$ cat src/rtl/rv_decode_pkg.sv
// Shared opcode/funct3 constants and decoded-instruction record types for the
// decode stage. One record typedef exists per supported XLEN.
package rv_decode_pkg;

  localparam logic [6:0] OPC_LOAD    = 7'b0000011;
  localparam logic [6:0] OPC_OPIMM   = 7'b0010011;
  localparam logic [6:0] OPC_AUIPC   = 7'b0010111;
  localparam logic [6:0] OPC_OPIMM32 = 7'b0011011;
  localparam logic [6:0] OPC_STORE   = 7'b0100011;
  localparam logic [6:0] OPC_OP      = 7'b0110011;
  localparam logic [6:0] OPC_LUI     = 7'b0110111;
  localparam logic [6:0] OPC_OP32    = 7'b0111011;
  localparam logic [6:0] OPC_BRANCH  = 7'b1100011;
  localparam logic [6:0] OPC_JALR    = 7'b1100111;
  localparam logic [6:0] OPC_JAL     = 7'b1101111;

  localparam logic [2:0] F3_SB = 3'b000;
  localparam logic [2:0] F3_SH = 3'b001;
  localparam logic [2:0] F3_SW = 3'b010;
  localparam logic [2:0] F3_SD = 3'b011;

  typedef struct packed {
    logic [31:0] pc;
    logic [31:0] imm;
    logic [3:0]  we;
    logic        we_reg;
    logic [4:0]  rd;
    logic [4:0]  rs1;
    logic [4:0]  rs2;
    logic [2:0]  funct3;
    logic        illegal;
  } dec32_t;

  typedef struct packed {
    logic [63:0] pc;
    logic [63:0] imm;
    logic [7:0]  we;
    logic        we_reg;
    logic [4:0]  rd;
    logic [4:0]  rs1;
    logic [4:0]  rs2;
    logic [2:0]  funct3;
    logic        illegal;
  } dec64_t;

endpackage

$ cat src/rtl/rv_instr_decoder.sv
// Combinational RV32/RV64 instruction decoder: instruction word and pc in,
// decoded record out. dec_t must be the package record matching XLEN.
module rv_instr_decoder
  import rv_decode_pkg::*;
#(
  parameter int  XLEN          = 32,
  parameter int  STRB_W        = XLEN / 8,
  parameter bit  CHECK_ILLEGAL = 1'b1,
  parameter type dec_t         = dec32_t
) (
  input  logic [31:0]     instr_i,
  input  logic [XLEN-1:0] pc_i,
  output dec_t            dec_o
);

  logic [6:0]        opc;
  logic [2:0]        f3;
  logic signed [31:0] imm32;
  logic [STRB_W-1:0] we;
  logic              we_reg;
  logic              bad;

  // All immediates are formed as signed 32-bit values, then widened by sign.
  function automatic logic [XLEN-1:0] sext(input logic signed [31:0] v);
    return XLEN'(v);
  endfunction

  always_comb begin
    opc    = instr_i[6:0];
    f3     = instr_i[14:12];
    imm32  = '0;
    we     = '0;
    we_reg = 1'b0;
    bad    = 1'b0;
    case (opc)
      OPC_LOAD, OPC_OPIMM: begin
        imm32  = {{20{instr_i[31]}}, instr_i[31:20]};
        we_reg = 1'b1;
      end
      OPC_AUIPC, OPC_LUI: begin
        imm32  = {instr_i[31:12], 12'b0};
        we_reg = 1'b1;
      end
      OPC_STORE: begin
        imm32 = {{20{instr_i[31]}}, instr_i[31:25], instr_i[11:7]};
        case (f3)
          F3_SB:   we = STRB_W'(8'h01);
          F3_SH:   we = STRB_W'(8'h03);
          F3_SW:   we = STRB_W'(8'h0F);
          F3_SD: begin
            if (XLEN == 64) we = STRB_W'(8'hFF);
            else            bad = 1'b1;
          end
          default: bad = 1'b1;
        endcase
      end
      OPC_OP: we_reg = 1'b1;
      OPC_BRANCH: begin
        imm32 = {{19{instr_i[31]}}, instr_i[31], instr_i[7], instr_i[30:25],
                 instr_i[11:8], 1'b0};
      end
      OPC_JALR: begin
        imm32  = {{20{instr_i[31]}}, instr_i[31:20]};
        we_reg = 1'b1;
        if (f3 != 3'b000) bad = 1'b1;
      end
      OPC_JAL: begin
        imm32  = {{11{instr_i[31]}}, instr_i[31], instr_i[19:12], instr_i[20],
                  instr_i[30:21], 1'b0};
        we_reg = 1'b1;
      end
      OPC_OPIMM32: begin
        if (XLEN == 64) begin
          imm32  = {{20{instr_i[31]}}, instr_i[31:20]};
          we_reg = 1'b1;
        end else begin
          bad = 1'b1;
        end
      end
      OPC_OP32: begin
        if (XLEN == 64) we_reg = 1'b1;
        else            bad    = 1'b1;
      end
      default: bad = 1'b1;
    endcase

    // Illegal encodings degrade to a NOP; the flag itself is optional.
    if (bad) begin
      imm32  = '0;
      we     = '0;
      we_reg = 1'b0;
    end
    if (instr_i[11:7] == 5'd0) we_reg = 1'b0;

    dec_o         = '0;
    dec_o.pc      = pc_i;
    dec_o.imm     = sext(imm32);
    dec_o.we      = we;
    dec_o.we_reg  = we_reg;
    dec_o.rd      = instr_i[11:7];
    dec_o.rs1     = instr_i[19:15];
    dec_o.rs2     = instr_i[24:20];
    dec_o.funct3  = f3;
    dec_o.illegal = bad & CHECK_ILLEGAL;
  end

endmodule

$ cat src/rtl/rv_decode_stage.sv
// Registered decode stage with a two-entry skid buffer: decode at the input,
// main entry drives the outputs, skid entry absorbs one beat of backpressure.
module rv_decode_stage
  import rv_decode_pkg::*;
#(
  parameter int  XLEN          = 32,
  parameter int  STRB_W        = XLEN / 8,
  parameter bit  CHECK_ILLEGAL = 1'b1,
  parameter type dec_t         = dec32_t
) (
  input  logic              clk,
  input  logic              rst_n,
  input  logic              flush,
  input  logic              in_valid,
  output logic              in_ready,
  input  logic [31:0]       in_instr,
  input  logic [XLEN-1:0]   in_pc,
  output logic              out_valid,
  input  logic              out_ready,
  output logic [XLEN-1:0]   out_pc,
  output logic [XLEN-1:0]   out_imm,
  output logic [STRB_W-1:0] out_we,
  output logic              out_we_reg,
  output logic [4:0]        out_rd,
  output logic [4:0]        out_rs1,
  output logic [4:0]        out_rs2,
  output logic [2:0]        out_funct3,
  output logic              out_illegal
);

  dec_t in_dec;
  dec_t main_q, main_d, skid_q, skid_d;
  logic main_vld_q, main_vld_d, skid_vld_q, skid_vld_d;
  logic accept, retire;

  rv_instr_decoder #(
    .XLEN          (XLEN),
    .STRB_W        (STRB_W),
    .CHECK_ILLEGAL (CHECK_ILLEGAL),
    .dec_t         (dec_t)
  ) u_dec (
    .instr_i (in_instr),
    .pc_i    (in_pc),
    .dec_o   (in_dec)
  );

  // Ready depends only on the skid flag, never on out_ready.
  assign in_ready = !skid_vld_q;
  assign accept   = in_valid & !skid_vld_q;
  assign retire   = main_vld_q & out_ready;

  always_comb begin
    main_d     = main_q;
    skid_d     = skid_q;
    main_vld_d = main_vld_q;
    skid_vld_d = skid_vld_q;
    if (flush) begin
      main_vld_d = 1'b0;
      skid_vld_d = 1'b0;
    end else if (!main_vld_q || retire) begin
      if (skid_vld_q) begin
        main_d     = skid_q;
        main_vld_d = 1'b1;
        skid_vld_d = 1'b0;
      end else begin
        main_vld_d = accept;
        if (accept) main_d = in_dec;
      end
    end else if (accept) begin
      skid_d     = in_dec;
      skid_vld_d = 1'b1;
    end
  end

  always_ff @(posedge clk) begin
    if (!rst_n) begin
      main_q     <= '0;
      skid_q     <= '0;
      main_vld_q <= 1'b0;
      skid_vld_q <= 1'b0;
    end else begin
      main_q     <= main_d;
      skid_q     <= skid_d;
      main_vld_q <= main_vld_d;
      skid_vld_q <= skid_vld_d;
    end
  end

  assign out_valid   = main_vld_q;
  assign out_pc      = main_q.pc;
  assign out_imm     = main_q.imm;
  assign out_we      = main_q.we;
  assign out_we_reg  = main_q.we_reg;
  assign out_rd      = main_q.rd;
  assign out_rs1     = main_q.rs1;
  assign out_rs2     = main_q.rs2;
  assign out_funct3  = main_q.funct3;
  assign out_illegal = main_q.illegal;

endmodule

$ cat config.mk
export PLATFORM = sky130hd
export DESIGN_NAME = rv_decode_stage
export DESIGN_NICKNAME = d
export VERILOG_FILES = /design/src/rtl/rv_decode_pkg.sv /design/src/rtl/rv_instr_decoder.sv /design/src/rtl/rv_decode_stage.sv
export SDC_FILE = /design/constraint.sdc
export NUM_CORES = 1
export LEC_CHECK = 0
export ABC_AREA = 1
export CELL_PAD_IN_SITES_DETAIL_PLACEMENT = 0
export CELL_PAD_IN_SITES_GLOBAL_PLACEMENT = 1
export CORE_MARGIN = 1
export CORE_UTILIZATION = 36
export CTS_CLUSTER_SIZE = 8
export DETAILED_ROUTE_END_ITERATION = 8
export GPL_TIMING_DRIVEN = 0
export PLACE_DENSITY_LB_ADDON = 0.2
export SYNTH_ARGS = -nofsm -noshare
export SYNTH_HDL_FRONTEND = slang
export SYNTH_SLANG_ARGS = --single-unit
$ cat constraint.sdc
create_clock -name clk -period 1.64 [get_ports clk]
set_input_delay 0.164 -clock clk [delete_from_list [all_inputs] [get_ports clk]]
set_output_delay 0.164 -clock clk [all_outputs]
set_load 0.01 [all_outputs]
After elaboration in Yosys (flattened, before gate mapping)
Index checks and enable logic that the tools add are counted.

Input port bits: 69. Output and inout port bits: 90. Bits in registers: 178. Logic and storage cells: 66.

Bitwise gates (word level): 5. Muxes and demuxes: 14. Equality and inequality tests: 11. Reduce and logical (&&, ||, !) cells: 16.

Operators by type and width (number): 2-to-1 mux 88 bit (2); case mux 32 bit (5 select lines) (1); 2-to-1 mux 32 bit (1); equality test 7 x 6 -> 1 bit, second input constant (3); equality test 7 bit, second input constant (3); equality test 7 x 5 -> 1 bit, second input constant (2); OR reduction 7 bit (2); case mux 4 bit (3 select lines) (1); OR reduction 3 bit (3); 2-to-1 mux 4 bit (2); equality test 7 x 2 -> 1 bit, second input constant (1); 2-to-1 mux 1 bit (6); AND reduction 3 bit (2); logical NOT 5 bit (1); OR reduction 2 bit (2); equality test 3 x 1 -> 1 bit, second input constant (1); equality test 3 x 2 -> 1 bit, second input constant (1); logical NOT 3 bit (1); NOT 1 bit (3); case mux 1 bit (3 select lines) (1); nonzero test 3 bit (1); AND 1 bit (2); logical NOT 1 bit (2); nonzero test 2 bit (1); logical OR 1 bit (1).

Logic depth before layout (Yosys ltp)
Gate-level depths: netlist (run 1).

Depth after elaboration: 8. Depth in mapped cells: 14. Depth with buffers taken out: 13.

By module
From an unflattened synthesis (run 1), not the netlist that was laid out.

Cell total of the unflattened synthesis: 1569. Area, all modules: 9487.8 µm².

Modules (own cells, without submodules): rv_decode_stage (area each 8250.4 µm², cells each 1334, instances 1, sequential area each 3563.4 µm²); rv_instr_decoder (area each 1237.4 µm², cells each 235, instances 1, sequential area each 0.0 µm²).

Least setup slack after synthesis (run 1)
OpenSTA, ideal clock, no wires.

Path type: register to register. Start: register main_vld_q, in the netlist out_valid. End: register skid_q[45] in the netlist's numbering. Data arrival time: 1404 ps. Path slack: 108 ps. Period minus slack after synthesis: 1532 ps. Library setup time: 128 ps. Stages on the path, launching flop included: 8. Path buffers: 2. Data required time: 1512 ps. Path through: dfxtp_1 inv_1 nor2_2 nand4_1 inv_2 buf_4 clkbuf_1 a21oi_1.

Longest elaborated chain between the ends: 4. Elaborated cells on any way between the ends: 5. Classes of those cells: 2 x bitwise; 3 x reduce/logical.

Ends and longest elaborated chain: start: declaration (line rv_decode_stage.sv:33) `logic main_vld_q, main_vld_d, skid_vld_q, skid_vld_d;`; start signal: assignment (line rv_decode_stage.sv:84) `main_vld_q <= main_vld_d;`; AND 1 bit / logical NOT 1 bit (equally long branches) (line rv_decode_stage.sv:50, rv_decode_stage.sv:60); logical OR 1 bit * (line rv_decode_stage.sv:60) `end else if (!main_vld_q || retire) begin`; NOT 1 bit (no source line) *; AND reduction 3 bit (no source line) *; end signal: assignment (line rv_decode_stage.sv:83) `skid_q <= skid_d;`; end: declaration (line rv_decode_stage.sv:32) `dec_t main_q, main_d, skid_q, skid_d;`.

Mark *: on every way between the ends. The rest lies on a longest branch, timed or not. A chain may end at the register's enable or synchronous reset.

Worst setup path after layout (run 1)
Start: register skid_vld_q. End: output in_ready.

Longest elaborated chain between the ends: 1.

Ends and longest elaborated chain: start: declaration (line rv_decode_stage.sv:33); start signal: assignment (line rv_decode_stage.sv:85) `skid_vld_q <= skid_vld_d;`; logical NOT 1 bit (line rv_decode_stage.sv:48) `assign in_ready = !skid_vld_q;`; end: declaration (line rv_decode_stage.sv:15) `output logic in_ready,`.

No other way between the ends.

==> results of run 1 <==
## area by class of cell
type                       instances  area (um^2)
buffer                            78        495.5
clock buffer                      22        474.2
clock inverter                    10        101.3
timing repair buffer             168         1675
sequential                       176         3526
multi-input combinational        703         3397
tap                              270        337.8
fill                            2079        10040
inverter                          66        247.7
## per-layer routing
layer / track usage [%] / up-vias
met4: 6.458 / 0
met5: 0 / -
met2: 37.38 / 188
met1: 30.27 / 3525
met3: 3.875 / 24
li1: - / 3788
## worst max-delay path by stage
stage	start	endpoint	slack, ns	cells after the start
2_1_floorplan	out_valid	skid_q[45]	0.11	7
3_3_place_gp	out_ready	skid_q[54]	-0.68	7
3_5_place_dp	out_ready	skid_q[46]	-0.71	7
4_1_cts	out_valid	skid_q[14]	0.004	7
5_1_grt	in_instr[0]	out_imm[11]	-0.03	13
6_report	skid_vld_q	in_ready	0.06	4
## power by group through the flow
stage	logic (mW)	clock network (mW)	registers, mW
after floorplan	0.389	0	4.60
after global placement	0.982	0	4.56
after detailed placement	0.984	0	4.56
after CTS	1.00	4.07	4.47
after global routing	1.11	4.25	4.48
final	1.02	3.98	4.47
## logic make-up after synthesis
| family | count (synthesis) |
|---|---|
| flip-flops | 176 |
| AND/OR/NAND/NOR | 344 |
| AO/OA/AOI/OAI | 359 |
| buffers and inverters | 146 |
## timing repair
| item | in CTS | in global routing |
|---|---|---|
| hold buffers | 0 | 0 |
| resized for setup | 31 | 86 |
| setup endpoints to repair | 175 | 169 |
| buffers inserted | 4 | 6 |
| pin swaps | 3 | 2 |
| endpoints found under the hold margin | 0 | 0 |
## critical path, cell delays in order (launching register included)
cell	delay, ns
dfxtp_2	0.34
inv_1	0.12
buf_8	0.16
clkbuf_16	0.16
clkdlybuf4s15_2	0.22
## Yosys cell counts, drive strengths merged (3+ instances only)
master | instances | area [um^2]
nor2 | 66 | 275.3
a21o | 10 | 75.07
a31oi | 50 | 312.8
buf | 30 | 173.9
nand3 | 15 | 90.09
clkbuf | 50 | 187.7
o221ai | 4 | 35.03
dfxtp | 176 | 3523
nand4 | 3 | 18.77
a21oi | 126 | 645.6
o21ai | 160 | 812.0
nor3 | 4 | 31.28
inv | 65 | 244.0
a21boi | 6 | 45.04
nand2 | 255 | 989.7
## through the flow
step | cells | total power [mW]
after global routing | 1493 | 9.849
after floorplan | 1025 | 4.988
final | 1493 | 9.469
after CTS | 1488 | 9.540
after detailed placement | 1453 | 5.549
after global placement | 1453 | 5.545
## cell usage in the layout, fill, tap and decap left out, types with 2 or more instances in the layout
cell and n:
nand2_1 241, dfxtp_1 174, o21ai_0 159, clkdlybuf4s50_1 150
a21oi_1 124, inv_1 57, nor2_1 57, a31oi_1 50
clkbuf_2 22, clkbuf_1 22, clkbuf_16 18, buf_4 18
nand2_2 13, nand3_1 11, a21o_1 10, buf_2 9
inv_2 8, buf_6 8, clkbuf_4 8, dlymetal6s2s_1 7
nor2_4 6, a21boi_0 6, nand3_2 4, o221ai_1 4
nor2_2 3, nor3_1 3, nand4_1 3, clkinvlp_4 3
clkbuf_8 3, inv_6 3, buf_8 2, clkinv_4 2
dfxtp_2 2
==> impl_metrics.toml, run 1 <==
[run_status]
run_status = "completed"

[detailed_routing]
met2_length_mm = 11.26
wl_met3_mm = 1.098
maxUsedRoutingLayer = "met4"
drc = 0
drt_iter0_markers = 495
wl_met1_mm = 11.27
via_per_inst = 5.040
firstDrtPassIters = 4
wl_per_cell_um = 16.05
route.vias.total = 7525
wirelength_mm = 23.96
postRouteAntennaNets = 0

[logic_synthesis]
synth_compound_area_share_pct = 26.00
synthDistinctLibCells = 33
async_flop_share_pct = 0
yosysWarnings = 0
synth_cells = 1025
yosys.area_share.simple_pct = 18.84
syn-num-nets = 1094
synth_edf_count = 0
seq_area_frac_synth_pct = 47.03
ys_ff_latch = 176
synth_xor_area_share_pct = 0
syn_area_mm2 = 0.007492
synth_fa_ha_area_share_pct = 0
synth_top_family_by_area = "compound AO/OA/AOI/OAI gates"
syn_avg_cell_area_um2 = 7.309
ys.flop_type = "dfxtp_1"
synth_mux_area_share_pct = 0

[die]
initial_utilization_pct = 36.91
rows = 52
die_w_um = 146.3
io_pins = 159
dieArea_mm2 = 0.02139
die_y_um = 146.3
core_mm2 = 0.02030

[clocking]
cts_made_buffers = 17
clkLatencyLatePin_ns = 0.43
cts_tree = "done"
clk_path_buf_depth = 2
cts-root-buf = "clkbuf_16"
clk_pin_slew_ns = 0.06
clock_sinks = 176
h-tree-depth = 4

[worst_setup_path]
worstPathMaxFanout = 10
end_kind = "output pin"
ff2ff_path_depth = 7
r2r_end = "skid_q[82]"
worstSetupPathType = "flip-flop to output pin"
ff2ff_setup_slack_ns = 0.13
r2r-start = "out_valid"
start_kind = "flip-flop"
worstPathRequired_ns = 1.48
crit_arrival_ns = 1.41

[finish]
antenna_cells_inserted = 0
top_register = "skid_q"
syn_to_final_growth_pct = 36.87
final_nets = 1279
stdcell_area_mm2 = 0.01025
drive_above_1_share_pct = 11.53
fin_util_pct = 50.52
largest_reg_flops = 87

[pwr]
seqPwrFrac_pct = 47.2
switching_share_pct = 24.77
p_switching_mw = 2.345
intPower_mw = 7.123
pwr_density_cell_mw_per_mm2 = 923.3
power_frac_comb_pct = 10.8
p_leak_nw = 4.384
irDropWorstVdd_mv = 0.6098
p_clk_share_pct = 42.0

[worst_hold_path]
hold-path-endpoint = "out_funct3[1]"
worstHoldPathType = "input port to flip-flop"
whs_path_depth = 3
holdCritStartpoint = "in_instr[13]"

[placed_design]
dpl_cell_area_mm2 = 0.009412
place_ws_ns = -0.7051
dp_hpwl_mm = 17.12
gp_congestion = 0.8404
io_buffers = 158

[grt]
grt_remaining_overflow = 0
grt_util_all_layers_pct = 22.64
grt_pass1_vias = 7084
grt_pass1_wl_mm = 37.99
antenna_found_initial = 0
grt_max_degree = 20

[sta]
setup_tns_ns = 0
holdWs_ns = 0.1419
fmaxAchievable_mhz = 633.6
slew_viol_final = 0
setup_violations = 0
timing.max_slew.rel_slack_pct = 56.57
rsz0062_at_grt = "true"
fin_ws_ns = 0.06160
min_period_ns = 1.578
fin_worst_skew_ns = 0.01195
fin_crit_sh_pct = 96.24
worst_slew_pin_slew_ns = 0.6514
finalHoldViolCount = 0

[run]
drv_cap = 0
Note: power is estimated with default switching activity, not from simulation.
==> inputs of run 2 (changes only) <==
- SETUP_SLACK_MARGIN: unset -> 0.5
==> run 2 against run 1 <==
Effect of this change:
- sequential power about the same
- sequential share of layout area is 4.8 points lower
- maximum frequency rose by 3.6%
- clock power barely moved
- cell count is 3.3% higher
- non-clock buffer count up 50
- largest power group unchanged
- global-route usage up 0.69 points
- critical path depth increased by 5
- flip-flop and latch count stayed put
==> impl_metrics.toml, run 2 (synthesis results as in run 1) <==
[worst_setup_path]
start_kind = "flip-flop"
worstSetupPathType = "flip-flop to flip-flop"
end_kind = "flip-flop"
worstPathRequired_ns = 2.00
worstPathMaxFanout = 7
crit_arrival_ns = 1.89

[clocking]
clk_path_buf_depth = 2
h-tree-depth = 4
clock_sinks = 176
clk_pin_slew_ns = 0.07
cts-root-buf = "clkbuf_16"
cts_tree = "done"
cts_made_buffers = 17
clkLatencyLatePin_ns = 0.43

[pwr]
pwr_density_cell_mw_per_mm2 = 824.7
p_leak_nw = 5.574
irDropWorstVdd_mv = 0.7318

[sta]
fin_worst_skew_ns = 0.009999
fin_ws_ns = 0.1157
min_period_ns = 1.524
setup_violations = 0
slew_viol_final = 0
timing.max_slew.rel_slack_pct = 63.62
fmaxAchievable_mhz = 656.1
worst_slew_pin_slew_ns = 0.5458
rsz0062_at_grt = "true"
fin_crit_sh_pct = 92.94
finalHoldViolCount = 0
setup_tns_ns = 0

[detailed_routing]
drt_iter0_markers = 326
drc = 0
route.vias.total = 7955
wl_per_cell_um = 17.19
postRouteAntennaNets = 0
wirelength_mm = 26.52
firstDrtPassIters = 5
via_per_inst = 5.156

[finish]
nFillCells = 1908
syn_to_final_growth_pct = 59.52
final_nets = 1329
most-common-layout-cells = "nand2_1 (213), dfxtp_1 (172), a21oi_1 (102)"
antenna_cells_inserted = 0
drive_above_1_share_pct = 27.02
largest_reg_flops = 87
top_register = "skid_q"
fin_util_pct = 58.88
fin_cells = 1543
layout_commonest_cell = "nand2_1"

[grt]
grt_pass1_vias = 7338
grt_util_all_layers_pct = 23.32
grt_max_degree = 17
antenna_found_initial = 0
grt_pass1_wl_mm = 39.25
grt_remaining_overflow = 0

[placed_design]
dp_hpwl_mm = 17.18
gp_congestion = 0.7864
place_ws_ns = -0.6885
dp.cells = 1453
io_buffers = 158

[die]
dieArea_mm2 = 0.02139
io_pins = 159
die_w_um = 146.3
core_mm2 = 0.02030
die_y_um = 146.3
initial_utilization_pct = 36.91
rows = 52

[run_status]
run_status = "completed"

[worst_hold_path]
worstHoldPathType = "input port to flip-flop"

[run]
drv_cap = 0
[run 2: report_power, final]
| group | switching [mW] | internal (mW) |
|---|---|---|
| combinational | 0.684 | 0.685 |
| sequential | 0.0715 | 4.40 |
| clock | 1.85 | 2.17 |
[run 2: through the flow]
| step | power, mW | hold slack, ns | instance area, um^2 |
|---|---|---|---|
| floorplan | 5.045 | 0.2606 | 7785 |
| global placement | 5.610 | 0.4483 | 9704 |
| detailed placement | 5.613 | 0.4526 | 9704 |
| CTS | 9.591 | 0.2195 | 10630 |
| global route | 10.20 | 0.08239 | 11950 |
| finish | 9.856 | 0.08558 | 11950 |
[run 2: cell type report]
class | instances | area (um^2) | area share (%)
plain buffers | 80 | 844.6 | 7.067
clock buffers | 19 | 442.9 | 3.706
clock inverters | 13 | 131.4 | 1.099
inverters | 66 | 279.0 | 2.335
multi-input cells | 703 | 4024 | 33.67
flip-flops and latches | 176 | 3531 | 29.54
well taps | 270 | 337.8 | 2.827
repair buffers | 216 | 2361 | 19.75
[run 2: timing repair]
item | 4_1_cts | 5_1_grt
setup buffers | 12 | 25
pin swaps | 5 | 31
hold buffers | 0 | 0
gates resized for setup | 175 | 302
gates cloned | 7 | 14
setup endpoints to repair | 266 | 266
[run 2: per-layer routing]
metal / global-route usage, % / share of wire, %
met4: 6.510 / 2.8
met5: 0 / 0
met3: 4.188 / 4.1
met2: 39.02 / 48
met1: 30.71 / 45
[run 2: final timing paths]
kind | from | slack, ns | depth (start not counted) | endpoint
setup / recovery | out_valid | 0.12 | 9 | skid_q[76]
hold / removal | in_instr[14] | 0.09 | 3 | skid_q[3]
setup reg to reg | out_valid | 0.12 | 9 | skid_q[76]
hold reg to reg | out_imm[14] | 0.46 | 2 | out_imm[14]
[run 2: worst max-delay path: stages (launching register included)]
cell,delay (ns)
dfxtp_2,0.34
inv_2,0.04
nor2_4,0.15
nand4_1,0.16
inv_2,0.16
buf_12,0.14
buf_12,0.15
buf_8,0.12
o21ai_1,0.06
a21oi_1,0.14
==> inputs of run 3 (changes only) <==
- CORE_MARGIN: 1 -> 3
- GPL_TIMING_DRIVEN: 0 -> unset
==> run 3 against run 2 <==
Effect of this change:
- total power decreased by 0.82%
- via count fell by 5.3%
- worst setup slack improved by 0.089 ns
- largest cell class unchanged
==> impl_metrics.toml, run 3 (synthesis results as in run 1) <==
[die]
initial_utilization_pct = 36.79
rows = 52
die_y_um = 150.3
core_mm2 = 0.02036
dieArea_mm2 = 0.02258
io_pins = 159
die_w_um = 150.3

[finish]
largest_reg_flops = 87
most-common-layout-cells = "nand2_1 (215), dfxtp_1 (147), o21ai_0 (139)"
final_nets = 1299
syn_to_final_growth_pct = 46.56
antenna_cells_inserted = 0
top_register = "skid_q"
fin_cells = 1513
drive_above_1_share_pct = 28.56
layout_commonest_cell = "nand2_1"

[worst_setup_path]
cp_common_cell = "buf_12"
critPathSlowestCell = "dfxtp_4"
crit_arrival_ns = 1.78
crit_chain = "nor2_4, nor3_4, buf_12, buf_12, clkbuf_16, o21ai_0, a31oi_1"
start_kind = "flip-flop"
slowest_delay_ns = 0.38
worstPathMaxFanout = 9
worstSetupPathType = "flip-flop to flip-flop"
cp_top_family = "buffers and inverters"
end_kind = "flip-flop"
timing.critical_path.buf_inv = 3
worstPathRequired_ns = 1.98

[clocking]
cts_made_buffers = 17
clk_pin_slew_ns = 0.07
clkLatencyLatePin_ns = 0.42
clock_sinks = 176
clk_path_buf_depth = 2
ctsHoldBuffers = 0
cts_tree = "done"
h-tree-depth = 4
cts-root-buf = "clkbuf_16"

[sta]
finalHoldViolCount = 0
fin_worst_skew_ns = 0.01111
rsz0062_at_grt = "true"
min_period_ns = 1.435
setup_violations = 0
timing.max_slew.rel_slack_pct = 70.38
worst_slew_pin_slew_ns = 0.4443
fin_crit_sh_pct = 87.51
setup_tns_ns = 0
slew_viol_final = 0
fmaxAchievable_mhz = 696.8

[detailed_routing]
via_per_inst = 4.978
wl_per_cell_um = 16.77
firstDrtPassIters = 5
drc = 0
postRouteAntennaNets = 0
route.vias.total = 7531
drt_iter0_markers = 345
wirelength_mm = 25.37

[run_status]
run_status = "completed"

[run]
drv_cap = 0

[worst_hold_path]
worstHoldPathType = "input port to flip-flop"

[pwr]
power_mw = 9.775
irDropWorstVdd_mv = 0.6748
p_leak_nw = 4.974
pwr_density_cell_mw_per_mm2 = 890.2

[placed_design]
io_buffers = 158
dp_hpwl_mm = 14.88
dp.cells = 1443
gp_congestion = 0.8057

[grt]
use_met3_pct = 3.161
grt_use_met2_pct = 34.47
grt_util_all_layers_pct = 21.09
grt_max_degree = 61
grt_pass1_vias = 7151
grt_remaining_overflow = 0
grt_util_met1_pct = 29.60
antenna_found_initial = 0
busiest_layer = "met2"
grt_pass1_wl_mm = 38.17
run 3: cell count changes in the layout (fill, tap and decap cells not counted), moves of 29 or more:
cell,before,now
buf_2,5,72
buf_8,29,0
buf_4,30,60
o21ai_2,34,5
o21ai_0,95,139
dlygate4sd2_1,61,5
run 3: worst register-to-register path: cells and delay by family (launching register included):
family                 cells  cell delay [ns]
buffers and inverters      3             0.47
DFF                        1             0.38
and+or+nand+nor            2             0.28
AOI/OAI and AO/OA          2             0.24
run 3: area by class of cell:
type / count / area (um^2)
clock buffer: 19 / 442.9
clock inverter: 13 / 151.4
fill: 1972 / 9384
inverter: 66 / 291.5
multi-input combinational: 703 / 3638
sequential: 176 / 3562
tap: 270 / 337.8
timing repair buffer: 264 / 2537
timing repair inverter: 2 / 18.77
run 3: path summary, 6_finish.rpt:
kind	start	to	slack, ns	cells past startpoint
setup / recovery	skid_vld_q	out_rd[4]	0.20	7
hold / removal	rst_n	out_pc[26]	0.13	3
setup reg to reg	skid_vld_q	out_rd[4]	0.20	7
hold reg to reg	out_imm[7]	out_imm[7]	0.46	2
run 3: routing by layer:
| layer | part of all wire [%] | vias up |
|---|---|---|
| met3 | 4.4 | 11 |
| met4 | 0.86 | 0 |
| met5 | 0 | - |
| li1 | - | 3833 |
| met1 | 48 | 3492 |
| met2 | 47 | 195 |
run 3: power breakdown:
group | switching (mW) | internal (mW)
clock network | 1.83 | 2.32
registers | 0.0615 | 4.40
logic | 0.607 | 0.555
run 3: what timing repair did:
| item | 4_1_cts | 5_1_grt |
|---|---|---|
| setup buffers | 9 | 8 |
| resized for setup | 369 | 105 |
| setup endpoints to repair | 264 | 197 |
| gates cloned | 8 | 13 |
| pin swaps | 14 | 11 |
run 3: metrics by stage:
| step | setup slack (ns) | utilization, % | cell area, um^2 | hold WS [ns] |
|---|---|---|---|---|
| 4_1_cts | 0.2203 | 51.80 | 10550 | 0.1193 |
| 2_1_floorplan | 0.2695 | - | 7785 | 0.2606 |
| 3_5_place_dp | -0.4185 | 48.70 | 9918 | 0.4544 |
| 6_report | 0.2048 | 53.92 | 10980 | 0.1324 |
| 3_3_place_gp | -0.3761 | 48.70 | 9918 | 0.4472 |
| 5_1_grt | 0.1173 | 53.92 | 10980 | 0.1318 |
